`src/rtl/servo_pwm_gen.sv`:
```
// Servo PWM frame generator: tick-driven frame counter, double-buffered pulse width, output enable.
// Optional build macro SERVO_PWM_CLAMP_EN clamps accepted widths to [MIN_TICKS, MAX_TICKS].
module servo_pwm_gen #(
   parameter int unsigned PERIOD_TICKS  = 800,
   parameter int unsigned MIN_TICKS     = 40,
   parameter int unsigned MAX_TICKS     = 80,
   parameter int unsigned DEFAULT_TICKS = 60
) (
   input  logic       clk,
   input  logic       rst,
   input  logic       tick_en,
   input  logic       enable,
   input  logic       cmd_valid,
   input  logic [9:0] cmd_width,
   output logic       cmd_ready,
   output logic       pwm_out,
   output logic       frame_start
);

   typedef enum logic [1:0] {
      IDLE = 2'd0,
      HIGH = 2'd1,
      LOW  = 2'd2
   } state_t;

   localparam logic [9:0] LAST_CNT = 10'(PERIOD_TICKS - 1);
   localparam logic [9:0] MIN_W    = 10'(MIN_TICKS);
   localparam logic [9:0] MAX_W    = 10'(MAX_TICKS);
   localparam logic [9:0] DEF_W    = 10'(DEFAULT_TICKS);

   function automatic logic [9:0] store_width(input logic [9:0] w);
`ifdef SERVO_PWM_CLAMP_EN
      if (w < MIN_W) begin
         return MIN_W;
      end else if (w > MAX_W) begin
         return MAX_W;
      end else begin
         return w;
      end
`else
      return w;
`endif
   endfunction

   state_t     state_r, state_s;
   logic [9:0] cnt_r, cnt_s, cnt_inc_s;
   logic [9:0] active_width_r, active_width_s, load_width_s;
   logic [9:0] pending_r, pending_s;
   logic       pending_valid_r, pending_valid_s;
   logic       pwm_out_r, frame_start_r, frame_start_s, cmd_ready_r;
   logic       boundary_s, accept_s;

   // Next-state, frame counter and pending/active width buffering
   always_comb begin
      state_s         = state_r;
      cnt_s           = cnt_r;
      cnt_inc_s       = cnt_r + 10'd1;
      active_width_s  = active_width_r;
      load_width_s    = active_width_r;
      pending_s       = pending_r;
      pending_valid_s = pending_valid_r;
      frame_start_s   = 1'b0;
      boundary_s      = 1'b0;
      accept_s        = cmd_valid && cmd_ready_r;

      case (state_r)
         IDLE: begin
            cnt_s = 10'd0;
            if (enable && tick_en) begin
               boundary_s = 1'b1;
            end else begin
               state_s = IDLE;
            end
         end
         HIGH, LOW: begin
            if (!enable) begin
               state_s = IDLE;
               cnt_s   = 10'd0;
            end else if (tick_en) begin
               if (cnt_r == LAST_CNT) begin
                  boundary_s = 1'b1;
               end else begin
                  cnt_s   = cnt_inc_s;
                  state_s = (cnt_inc_s < active_width_r) ? HIGH : LOW;
               end
            end else begin
               state_s = state_r;
            end
         end
         default: begin
            state_s = IDLE;
            cnt_s   = 10'd0;
         end
      endcase

      // A frame boundary swaps in the pending width before deciding the first tick's level
      if (boundary_s) begin
         if (pending_valid_r) begin
            load_width_s    = pending_r;
            pending_valid_s = 1'b0;
         end else begin
            load_width_s = active_width_r;
         end
         cnt_s          = 10'd0;
         active_width_s = load_width_s;
         frame_start_s  = 1'b1;
         state_s        = (load_width_s != 10'd0) ? HIGH : LOW;
      end else begin
         frame_start_s = 1'b0;
      end

      // Accept only when pending is empty, so it never collides with a boundary clear
      if (accept_s) begin
         pending_s       = store_width(cmd_width);
         pending_valid_s = 1'b1;
      end else begin
         pending_s = pending_s;
      end
   end

   // State, counter, buffers and registered outputs
   always_ff @(posedge clk) begin
      if (rst) begin
         state_r         <= IDLE;
         cnt_r           <= 10'd0;
         active_width_r  <= DEF_W;
         pending_r       <= 10'd0;
         pending_valid_r <= 1'b0;
         pwm_out_r       <= 1'b0;
         frame_start_r   <= 1'b0;
         cmd_ready_r     <= 1'b1;
      end else begin
         state_r         <= state_s;
         cnt_r           <= cnt_s;
         active_width_r  <= active_width_s;
         pending_r       <= pending_s;
         pending_valid_r <= pending_valid_s;
         pwm_out_r       <= (state_s == HIGH);
         frame_start_r   <= frame_start_s;
         cmd_ready_r     <= !pending_valid_s;
      end
   end

   assign pwm_out     = pwm_out_r;
   assign frame_start = frame_start_r;
   assign cmd_ready   = cmd_ready_r;

endmodule

```
`config.mk`:
```
export PLATFORM = sky130hd
export DESIGN_NAME = servo_pwm_gen
export DESIGN_NICKNAME = d
export VERILOG_FILES = /design/src/rtl/servo_pwm_gen.sv
export SDC_FILE = /design/constraint.sdc
export NUM_CORES = 1
export LEC_CHECK = 0
export ABC_CLOCK_PERIOD_IN_PS = 6370
export BUFFER_PORTS_ARGS = -buffer_cell sky130_fd_sc_hd__buf_2
export CAP_MARGIN = 5
export CELL_PAD_IN_SITES_DETAIL_PLACEMENT = 1
export CELL_PAD_IN_SITES_GLOBAL_PLACEMENT = 2
export CORE_AREA = 3 3 91 93
export CTS_CLUSTER_DIAMETER = 200
export CTS_CLUSTER_SIZE = 14
export DETAILED_ROUTE_END_ITERATION = 12
export DIE_AREA = 0 0 94 96
export PLACE_DENSITY_LB_ADDON = 0.1
export SLEW_MARGIN = 10
export SYNTH_ARGS = -nofsm -noshare
export SYNTH_HDL_FRONTEND = slang
export SYNTH_SLANG_ARGS = --single-unit
```
`constraint.sdc`:
```
create_clock -name clk -period 6.37 [get_ports clk]
set_input_delay 0 -clock clk [delete_from_list [all_inputs] [get_ports clk]]
set_output_delay 0 -clock clk [all_outputs]
set_load 0.05 [all_outputs]
```
* Yosys cells after proc, flatten, opt, wreduce, memory -nomap -nowiden
Index checks and enable logic that the tools add are counted.
Widths: inputs -> output; s select.
** Word-level totals
- Register bits :: 36
- Logic and storage cells :: 43
- Output and inout port bits :: 3
** Cells by class
- Equal/unequal tests :: 4
- Multiplexer cells :: 18
- Add/subtract/negate cells :: 1
- Bitwise logic cells :: 3
- Order comparisons :: 1
- Reductions and logical operators :: 8
** Operator list (count)
- $mux 10 :: 2
- $mux 2 :: 7
- $add 10x1->10 const B :: 1
- $eq 10x10->1 const B :: 1
- $lt 10x10->1 :: 1
- $reduce_bool 10->1 :: 1
- $mux 1 :: 7
- $eq 2x1->1 const B :: 2
- $pmux 2 s2 :: 1
- $reduce_or 4->1 :: 1
- $not 1->1 :: 3
- $eq 2x2->1 const B :: 1
- $logic_and 1x1->1 :: 2
- $logic_not 2->1 :: 1
- $pmux 1 s2 :: 1
- $reduce_and 2->1 :: 1
- $reduce_or 2->1 :: 1
- $logic_not 1->1 :: 1

* Longest topological paths before layout
Gate-level depths: netlist of the first run.
- Word-level depth :: 10
- Mapped depth :: 12
- Mapped depth without buffers :: 10

* Least setup slack after synthesis of the first run
OpenSTA, ideal clock, no wires.
- Path type :: register to register
- From :: register cnt_r[2]
- To :: register state_r[1]
- Period minus slack after synthesis :: 2.700 ns
- Library setup time :: 0.116 ns
- Stages on the path, launching flop included :: 13
- Data required time :: 6.254 ns
- Path buffers :: 2
- Slack :: 3.670 ns
- Data arrival time :: 2.584 ns
- Cells stage by stage :: dfxtp_1 > buf_4 > nand3_1 > or2_0 > clkbuf_1 > nor3_1 > xor2_1 > ha_1 > and4_1 > o211a_1 > a2111oi_1 > nor3_1 > o211a_1
** Between the ends
- Word-level cells in the longest chain between the ends :: 8
- Elaborated cells on any way between the ends :: 13
- Those cells by class :: add/sub: 1; order compare: 1; eq/ne: 1; mux: 10
** RTL lines
- start, declared :: RTL line 46 : logic [9:0] cnt_r, cnt_s, cnt_inc_s;
- start signal, assigned :: RTL line 134 : cnt_r <= cnt_s;
- $add 10x1->10 :: RTL line 57 : cnt_inc_s = cnt_r + 10'd1;
- net cnt_inc_s[9] :: RTL line 46
- $lt 10x10->1 :: RTL line 84 : state_s = (cnt_inc_s < active_width_r) ? HIGH : LOW;
- $mux 2 :: RTL line 84
- $mux 2 :: RTL line 80 : if (cnt_r == LAST_CNT) begin
- $mux 2 :: RTL line 79 : end else if (tick_en) begin
- $mux 2 :: RTL line 76 : if (!enable) begin
- $pmux 2 s2 :: RTL line 66 : case (state_r)
- $mux 2 :: RTL line 97 : if (boundary_s) begin
- end signal, assigned :: RTL line 133 : state_r <= state_s;
- end, declared :: RTL line 45 : state_t state_r, state_s;
The timed path passes the listed nets, and every way through them passes these cells.
A chain may end at the register's enable or synchronous reset.

* Worst setup path after layout of the first run
Ends and elaborated chain as after synthesis.

==> impl_summary.txt, run 1 <==
----------------------------------------------------
[Status]
  Result of the run ... completed

[Worst setup path]
  Register-to-Register Path Depth ... 10
  Number of cells on the critical path ... 10
  Start point of the critical path ... cnt_r[2]
  Type of destination of the critical path ... flop
  Startpoint of the worst-slack reg-to-reg timing path ... cnt_r[2]
  CP Max Fanout ... 7
  Worst path bufs/invs ... 0
  Family with the most delay on the worst path ... simple AND/OR/NAND/NOR gates
  Setup Crit Path Kind ... flop to flop
  Critical-path cell with the highest stage delay ... sky130_fd_sc_hd__a2111oi_1
  Register-to-Register Setup Slack ... 3.30 ns
  WP data arrival ... 3.26 ns
  R2r endpoint ... state_r[1]
  CP startpoint kind ... flop
  Critical-path cell list ... nand3_1 -> or2_0 -> nor3_1 -> xor2_1 -> ha_1 -> and4_1 -> o211a_1 -> a2111oi_1 -> nor3_1 -> o211a_1
  Highest cell delay on the worst timing path ... 0.59 ns
  Critical path required time ... 6.56 ns

[Synthesis]
  Number of unique standard cell types used by synthesis ... 41
  Synthesis Warnings ... 0
  Synth Register Bits ... 36
  Post-synthesis sequential area ratio ... 38.5%
  Post-Syn Area ... 1870 um2
  Biggest area consumer among synthesized cells ... sky130_fd_sc_hd__dfxtp_1
  Mapped Nets ... 247
  Dominant cell by count in the synthesized netlist ... sky130_fd_sc_hd__dfxtp_1
  Async S/R FF share, synth ... 0%
  Syn Area/Cell ... 8.51 um2
  Biggest area contributors in the synthesized netlist ... sky130_fd_sc_hd__dfxtp_1, sky130_fd_sc_hd__ha_1, sky130_fd_sc_hd__nand2_1
  Most instantiated flip-flop cell in the synthesis netlist ... sky130_fd_sc_hd__dfxtp_1
  Area share of the largest cell type after synthesis ... 38.5%
  Number of enable flip-flop cells after synthesis ... 0
  Instance count of the mapped netlist ... 220
  Leading post-synthesis cells by instance count ... sky130_fd_sc_hd__dfxtp_1, sky130_fd_sc_hd__nand2_1, sky130_fd_sc_hd__nor2_1

[Clock network]
  CTS tree ... done
  Number of setup buffers added after CTS ... 0
  Level count of the clock H-tree ... 2
  Clock transition at the registers of the reported paths ... 0.08 ns
  Root buffer cell ... sky130_fd_sc_hd__clkbuf_8
  Insertion delay of the later-clocked pin in the worst-skew pair ... 0.29 ns
  Clock Path Buffers ... 2
  Clock tree sinks ... 36
  Number of buffers inserted by hold repair at cts ... 10
  Number of buffers created by CTS ... 5
  Number of instances resized during post-cts repair ... 0

[Die]
  Number of top-level design ports ... 18
  Chip height ... 96 um
  Initial Util ... 24.6%
  Row count ... 32
  Total Die Area ... 9020 um2
  Die Span X ... 94 um
  Core region area ... 7610 um2

[Cells and area]
  Area taken by flip-flops and latches ... 721 um2
  P&R area growth vs syn ... 19.2%
  Ant. Diodes ... 0
  Layout Cells excl Fill ... 347
  Number of nets in the layout ... 271
  Multi-input logic area ... 1050 um2
  Count of filler cells inserted in the layout ... 917
  Share of final-layout standard cells stronger than drive strength 1 ... 12.7%

[STA]
  Max Clk Rate ... 326 MHz
  Final setup violation count ... 0
  Share of the cycle needed by the critical path after routing ... 48.2%
  Worst-case hold slack ... 0.125 ns
  Clock skew ... 0.00416 ns
  Setup Total Neg Slack ... 0 ns
  Slew at the pin with the worst max-slew slack ... 0.637 ns
  Min cycle time layout ... 3.07 ns
  Number of failing hold endpoints at the final stage ... 0
  Setup repair after global routing missed its margin ... no
  Max-Slew Margin vs Limit ... 57.4%
  Number of max-slew violations in the final report ... 0

[Routing]
  Number of vias per cell after detailed routing ... 4.40
  Total detailed-routing wirelength ... 4570 um
  Vias after detailed routing ... 1528
  DRT antenna net count ... 0
  Remaining routing DRC violations ... 0
  Router iterations before antenna repair ... 3
  Routed WL per cell ... 13.2 um
  Number of DRC markers in iteration 0 ... 18

[Global routing]
  Maximum number of pins on one net before global-route repair ... 23
  Global-route wire length before repair ... 8030 um
  Number of antenna violations at the first check in global routing ... 0
  All-Layer GR Usage ... 11.5%
  Vias in the first global route ... 1584
  Congestion Overflow GR ... 0

[Power and ir drop]
  Peak VDD IR ... 0.0836 mV
  Final total power ... 0.455 mW
  Reported leakage power ... 0.980 nW
  Power density over the cells ... 204 nW/um2

[Min path]
  Hold-critical path depth ... 2
  Worst hold endpoint ... active_width_r[8]
  HP Class ... input port to flop
  Hold path startpoint ... rst

[Placed design]
  Count of input and output buffers ... 17
  Weighted congestion at the end of routability-driven global placement ... 0.687
  Number of cells after detailed placement ... 329
  Final HPWL DP ... 3540 um

[Flow run]
  Max-cap violations ... 0

----------------------------------------------------
## state kept, by name, indices dropped and copies added, names as in the netlist
signal / count
active_width_r: 10
cmd_ready: 1
cnt_r: 10
frame_start: 1
pending_r: 10
pending_valid_r: 1
pwm_out: 1
state_r: 2
## area by class of cell
type                    instances  area share [%]
clock inverters                 2           0.729
inverters                      14            2.35
clock buffers                   6            3.25
multi-input cells             159            47.0
well taps                     102            5.72
repair buffers                 28            8.63
flip-flops and latches         36            32.3
## worst max path at each step
stage            endpoint  slack [ns]
2_1_floorplan  state_r[1]        3.67
3_3_place_gp   state_r[1]        3.35
3_5_place_dp   state_r[1]        3.25
4_1_cts        state_r[1]        3.23
5_1_grt           pwm_out        3.02
6_report       state_r[1]        3.30
## cells by family after synthesis
group	after synthesis	synth area share, %
buf+inv	25	5.48
flops	36	38.5
compound gates	32	12.1
fa+ha+maj	12	8.02
simple gates	88	22.6
mux	11	5.88
xor+xnor	16	7.48
## routing by layer
| metal | vias to the layer above | wire (um) | GRT usage [%] |
|---|---|---|---|
| met5 | - | 0 | 0 |
| met4 | 0 | 61 | 3.61 |
| met3 | 7 | 114 | 2.58 |
| met2 | 17 | 2200 | 19.1 |
| met1 | 706 | 2200 | 14.8 |
| li1 | 798 | - | - |
## cell usage in the layout (no fill, tap or decap), types with 2 or more instances in the layout
| master | n |
|---|---|
| sky130_fd_sc_hd__mux2i_1 | 11 |
| sky130_fd_sc_hd__clkbuf_8 | 5 |
| sky130_fd_sc_hd__nor2_1 | 24 |
| sky130_fd_sc_hd__o21ai_0 | 3 |
| sky130_fd_sc_hd__buf_2 | 17 |
| sky130_fd_sc_hd__o211a_1 | 2 |
| sky130_fd_sc_hd__xor2_1 | 6 |
| sky130_fd_sc_hd__dfxtp_1 | 36 |
| sky130_fd_sc_hd__dlygate4sd3_1 | 10 |
| sky130_fd_sc_hd__nand3_1 | 4 |
| sky130_fd_sc_hd__nor4_1 | 4 |
| sky130_fd_sc_hd__ha_1 | 12 |
| sky130_fd_sc_hd__nand3b_1 | 2 |
| sky130_fd_sc_hd__a21oi_1 | 15 |
| sky130_fd_sc_hd__a211oi_1 | 2 |
| sky130_fd_sc_hd__and4_1 | 3 |
| sky130_fd_sc_hd__nand4_1 | 3 |
| sky130_fd_sc_hd__nand2_1 | 35 |
| sky130_fd_sc_hd__inv_1 | 14 |
| sky130_fd_sc_hd__xnor2_1 | 10 |
| sky130_fd_sc_hd__nor3_1 | 4 |
## report_power, final
part | total (mW) | switching, mW | internal [mW] | leakage (nW)
clock | 0.168 | 0.0902 | 0.0779 | 0.0414
combinational | 0.0484 | 0.0281 | 0.0203 | 0.646
sequential | 0.239 | 0.00600 | 0.233 | 0.293
## per-stage QoR
step	worst slack [ns]	util [%]	cell area [um2]
finish	3.30	29.3	2230
CTS	3.23	29.3	2230
floorplan	3.67	-	1870
detailed placement	3.25	26.9	2040
global placement	3.35	26.9	2040
global route	3.02	29.3	2230
Power figures use the tool's default switching activity.
==> inputs of run 2 (changes only) <==
Settings changed: ABC_CLOCK_PERIOD_IN_PS 6370 to 2900.
Clock period 6.37 ns to 2.9 ns, I/O delays scaled along.
==> run 2 against run 1 <==
  * Worst hold slack worse by 0.0093 ns
  * Critical path depth is 1 higher
  * Fmax rose by 15%
  * Sequential power grew 120%
  * Global-route usage rose by 0.15 points
  * Non-clock buffer count grew 8
  * Final cell count is 2.3% higher
  * Design area up 4.3%
  * Critical path type unchanged
==> impl_summary.txt, run 2 (synthesized netlist as in run 1, its figures left out) <==
----------------------------------------------------
[Status]
  Result of the run ... completed

[Worst setup path]
  Critical path required time ... 3.09 ns (-3.47 ns)
  Highest cell delay on the worst timing path ... 0.36 ns (-0.23 ns)
  Type of destination of the critical path ... flop
  Family with the most delay on the worst path ... compound AO/OA/AOI/OAI gates
  Critical-path cell with the highest stage delay ... sky130_fd_sc_hd__dfxtp_1
  Critical-path cell list ... ha_1 -> and4_4 -> nand4_1 -> xnor2_1 -> ha_1 -> and4_1 -> o211a_1 -> a2111oi_2 -> buf_4 -> nor3_1 -> o211a_1
  Worst path bufs/invs ... 1 (+1)
  CP Max Fanout ... 4 (-3)
  CP startpoint kind ... flop
  WP data arrival ... 2.86 ns (-0.40 ns)
  Setup Crit Path Kind ... flop to flop

[Routing]
  Routed WL per cell ... 13.4 um (+1.5%)
  Met1 routed wirelength after detailed routing ... 2400 um (+9.0%)
  Total detailed-routing wirelength ... 4750 um (+3.9%)
  Vias after detailed routing ... 1549 (+1.4%)
  DRT antenna net count ... 0 (unchanged)
  Number of vias per cell after detailed routing ... 4.36 (-0.91%)
  Wire length on met2 ... 2200 um (about the same)
  Remaining routing DRC violations ... 0 (unchanged)
  Number of DRC markers in iteration 0 ... 33 (+15)
  Router iterations before antenna repair ... 3 (unchanged)
  Total met3 wirelength after detailed routing ... 107 um (-6.1%)
  Highest routed metal layer ... met4

[Power and ir drop]
  Reported leakage power ... 1.04 nW (+5.9%)
  Power density over the cells ... 463 nW/um2 (+130%)
  Final total power ... 1.08 mW (+140%)
  Peak VDD IR ... 0.145 mV (+73%)

[Global routing]
  Global-route wire length before repair ... 8090 um (+0.68%)
  Vias in the first global route ... 1584 (unchanged)
  Congestion Overflow GR ... 0 (unchanged)
  Maximum number of pins on one net before global-route repair ... 23 (unchanged)
  Number of antenna violations at the first check in global routing ... 0 (unchanged)
  All-Layer GR Usage ... 11.6% (+0.15 points)

[Clock network]
  Level count of the clock H-tree ... 2 (unchanged)
  Root buffer cell ... sky130_fd_sc_hd__clkbuf_8
  Clock tree sinks ... 36 (unchanged)
  Insertion delay of the later-clocked pin in the worst-skew pair ... 0.29 ns (about the same)
  Number of buffers created by CTS ... 5 (unchanged)
  Clock transition at the registers of the reported paths ... 0.08 ns (about the same)
  Clock Path Buffers ... 2 (unchanged)
  Number of setup buffers added after CTS ... 0 (unchanged)
  CTS tree ... done

[Cells and area]
  Share of final-layout standard cells stronger than drive strength 1 ... 17.4% (+4.7 points)
  Most frequent cells in the layout ... sky130_fd_sc_hd__nand2_1, sky130_fd_sc_hd__dfxtp_1, sky130_fd_sc_hd__nor2_1
  Ant. Diodes ... 0 (unchanged)
  Number of nets in the layout ... 279 (+3.0%)
  Layout Cells excl Fill ... 355 (+2.3%)
  Area taken by flip-flops and latches ... 722 um2 (+0.17%)
  Count of filler cells inserted in the layout ... 921 (+0.44%)
  Multi-input logic area ... 1060 um2 (+1.4%)
  Post-route standard cell area excluding fillers ... 2330 um2 (+4.3%)
  P&R area growth vs syn ... 24.2%
  Top flop regs ... active_width_r x10, cnt_r x10, pending_r x10

[Placed design]
  Final HPWL DP ... 3600 um (+1.6%)
  Weighted congestion at the end of routability-driven global placement ... 0.742 (+7.9%)
  Number of cells after detailed placement ... 337 (+2.4%)
  Count of input and output buffers ... 17 (unchanged)
  Placed standard-cell area ... 2100 um2 (+2.9%)

[Die]
  Row count ... 32 (unchanged)
  Number of top-level design ports ... 18 (unchanged)
  Chip height ... 96 um (unchanged)
  Total Die Area ... 9020 um2 (unchanged)
  Die Span X ... 94 um (unchanged)
  Core region area ... 7610 um2 (unchanged)
  Initial Util ... 24.6% (unchanged)

[Flow run]
  Max-cap violations ... 0 (unchanged)

[STA]
  Final setup violation count ... 0 (unchanged)
  Max Clk Rate ... 374 MHz (+15%)
  Setup repair after global routing missed its margin ... no
  Clock skew ... 0.00691 ns (+0.00275 ns)
  Slew at the pin with the worst max-slew slack ... 0.663 ns (+0.0266 ns)
  Setup Total Neg Slack ... 0 ns (unchanged)
  Number of failing hold endpoints at the final stage ... 0 (unchanged)
  Number of max-slew violations in the final report ... 0 (unchanged)
  Max-Slew Margin vs Limit ... 55.4% (-2.0 points)
  Min cycle time layout ... 2.68 ns (-0.392 ns)
  Share of the cycle needed by the critical path after routing ... 92.3% (+44 points)

[Min path]
  HP Class ... input port to flop

----------------------------------------------------
==> run 2: worst paths after layout <==
check                             startpoint                 to  slack (ns)  cells after the start
worst max-delay path                cnt_r[1]         state_r[1]        0.22                     11
worst min register to register  pending_r[6]       pending_r[6]        0.48                      2
worst max register to register      cnt_r[1]         state_r[1]        0.22                     11
worst min-delay path                     rst  active_width_r[6]        0.12                      2
==> run 2: where the power goes <==
part           switching (mW)  internal (mW)  total [mW]
registers              0.0134          0.511       0.525
clock network           0.191          0.256       0.447
logic                  0.0616         0.0449       0.107
==> run 2: cell type report <==
| class | instances | share of cell area, % |
|---|---|---|
| clock buffers | 6 | 3.12 |
| flip-flops and latches | 36 | 31.0 |
| clock inverters | 2 | 1.51 |
| multi-input cells | 159 | 45.8 |
| well taps | 102 | 5.48 |
| repair buffers | 36 | 10.9 |
| inverters | 14 | 2.26 |
==> run 2: through the flow <==
step                utilization (%)  setup WS [ns]  hold slack, ns
floorplan                         -          0.200          0.0860
global placement               27.6          0.184           0.244
finish                         30.6          0.223           0.116
detailed placement             27.6          0.125           0.249
global route                   30.6         0.0268           0.143
CTS                            30.4         0.0815           0.118
==> run 2: layer usage <==
metal / track usage [%] / vias up
met5: 0 / -
met4: 3.25 / 0
met2: 19.2 / 15
li1: - / 815
met1: 15.2 / 714
met3: 2.81 / 5
==> run 2: repair_timing <==
item                                    in CTS  in global routing
endpoints found under the setup margin       0                  3
gates resized for setup                      0                  7
endpoints found under the hold margin       10                  0
hold buffers                                10                  0
==> run 2: worst reg2reg max path: stages, from the launching register on <==
cell	delay, ns
sky130_fd_sc_hd__dfxtp_1	0.36
sky130_fd_sc_hd__ha_1	0.18
sky130_fd_sc_hd__and4_4	0.27
sky130_fd_sc_hd__nand4_1	0.13
sky130_fd_sc_hd__xnor2_1	0.23
sky130_fd_sc_hd__ha_1	0.27
sky130_fd_sc_hd__and4_1	0.23
sky130_fd_sc_hd__o211a_1	0.12
sky130_fd_sc_hd__a2111oi_2	0.34
sky130_fd_sc_hd__buf_4	0.18
sky130_fd_sc_hd__nor3_1	0.04
sky130_fd_sc_hd__o211a_1	0.23
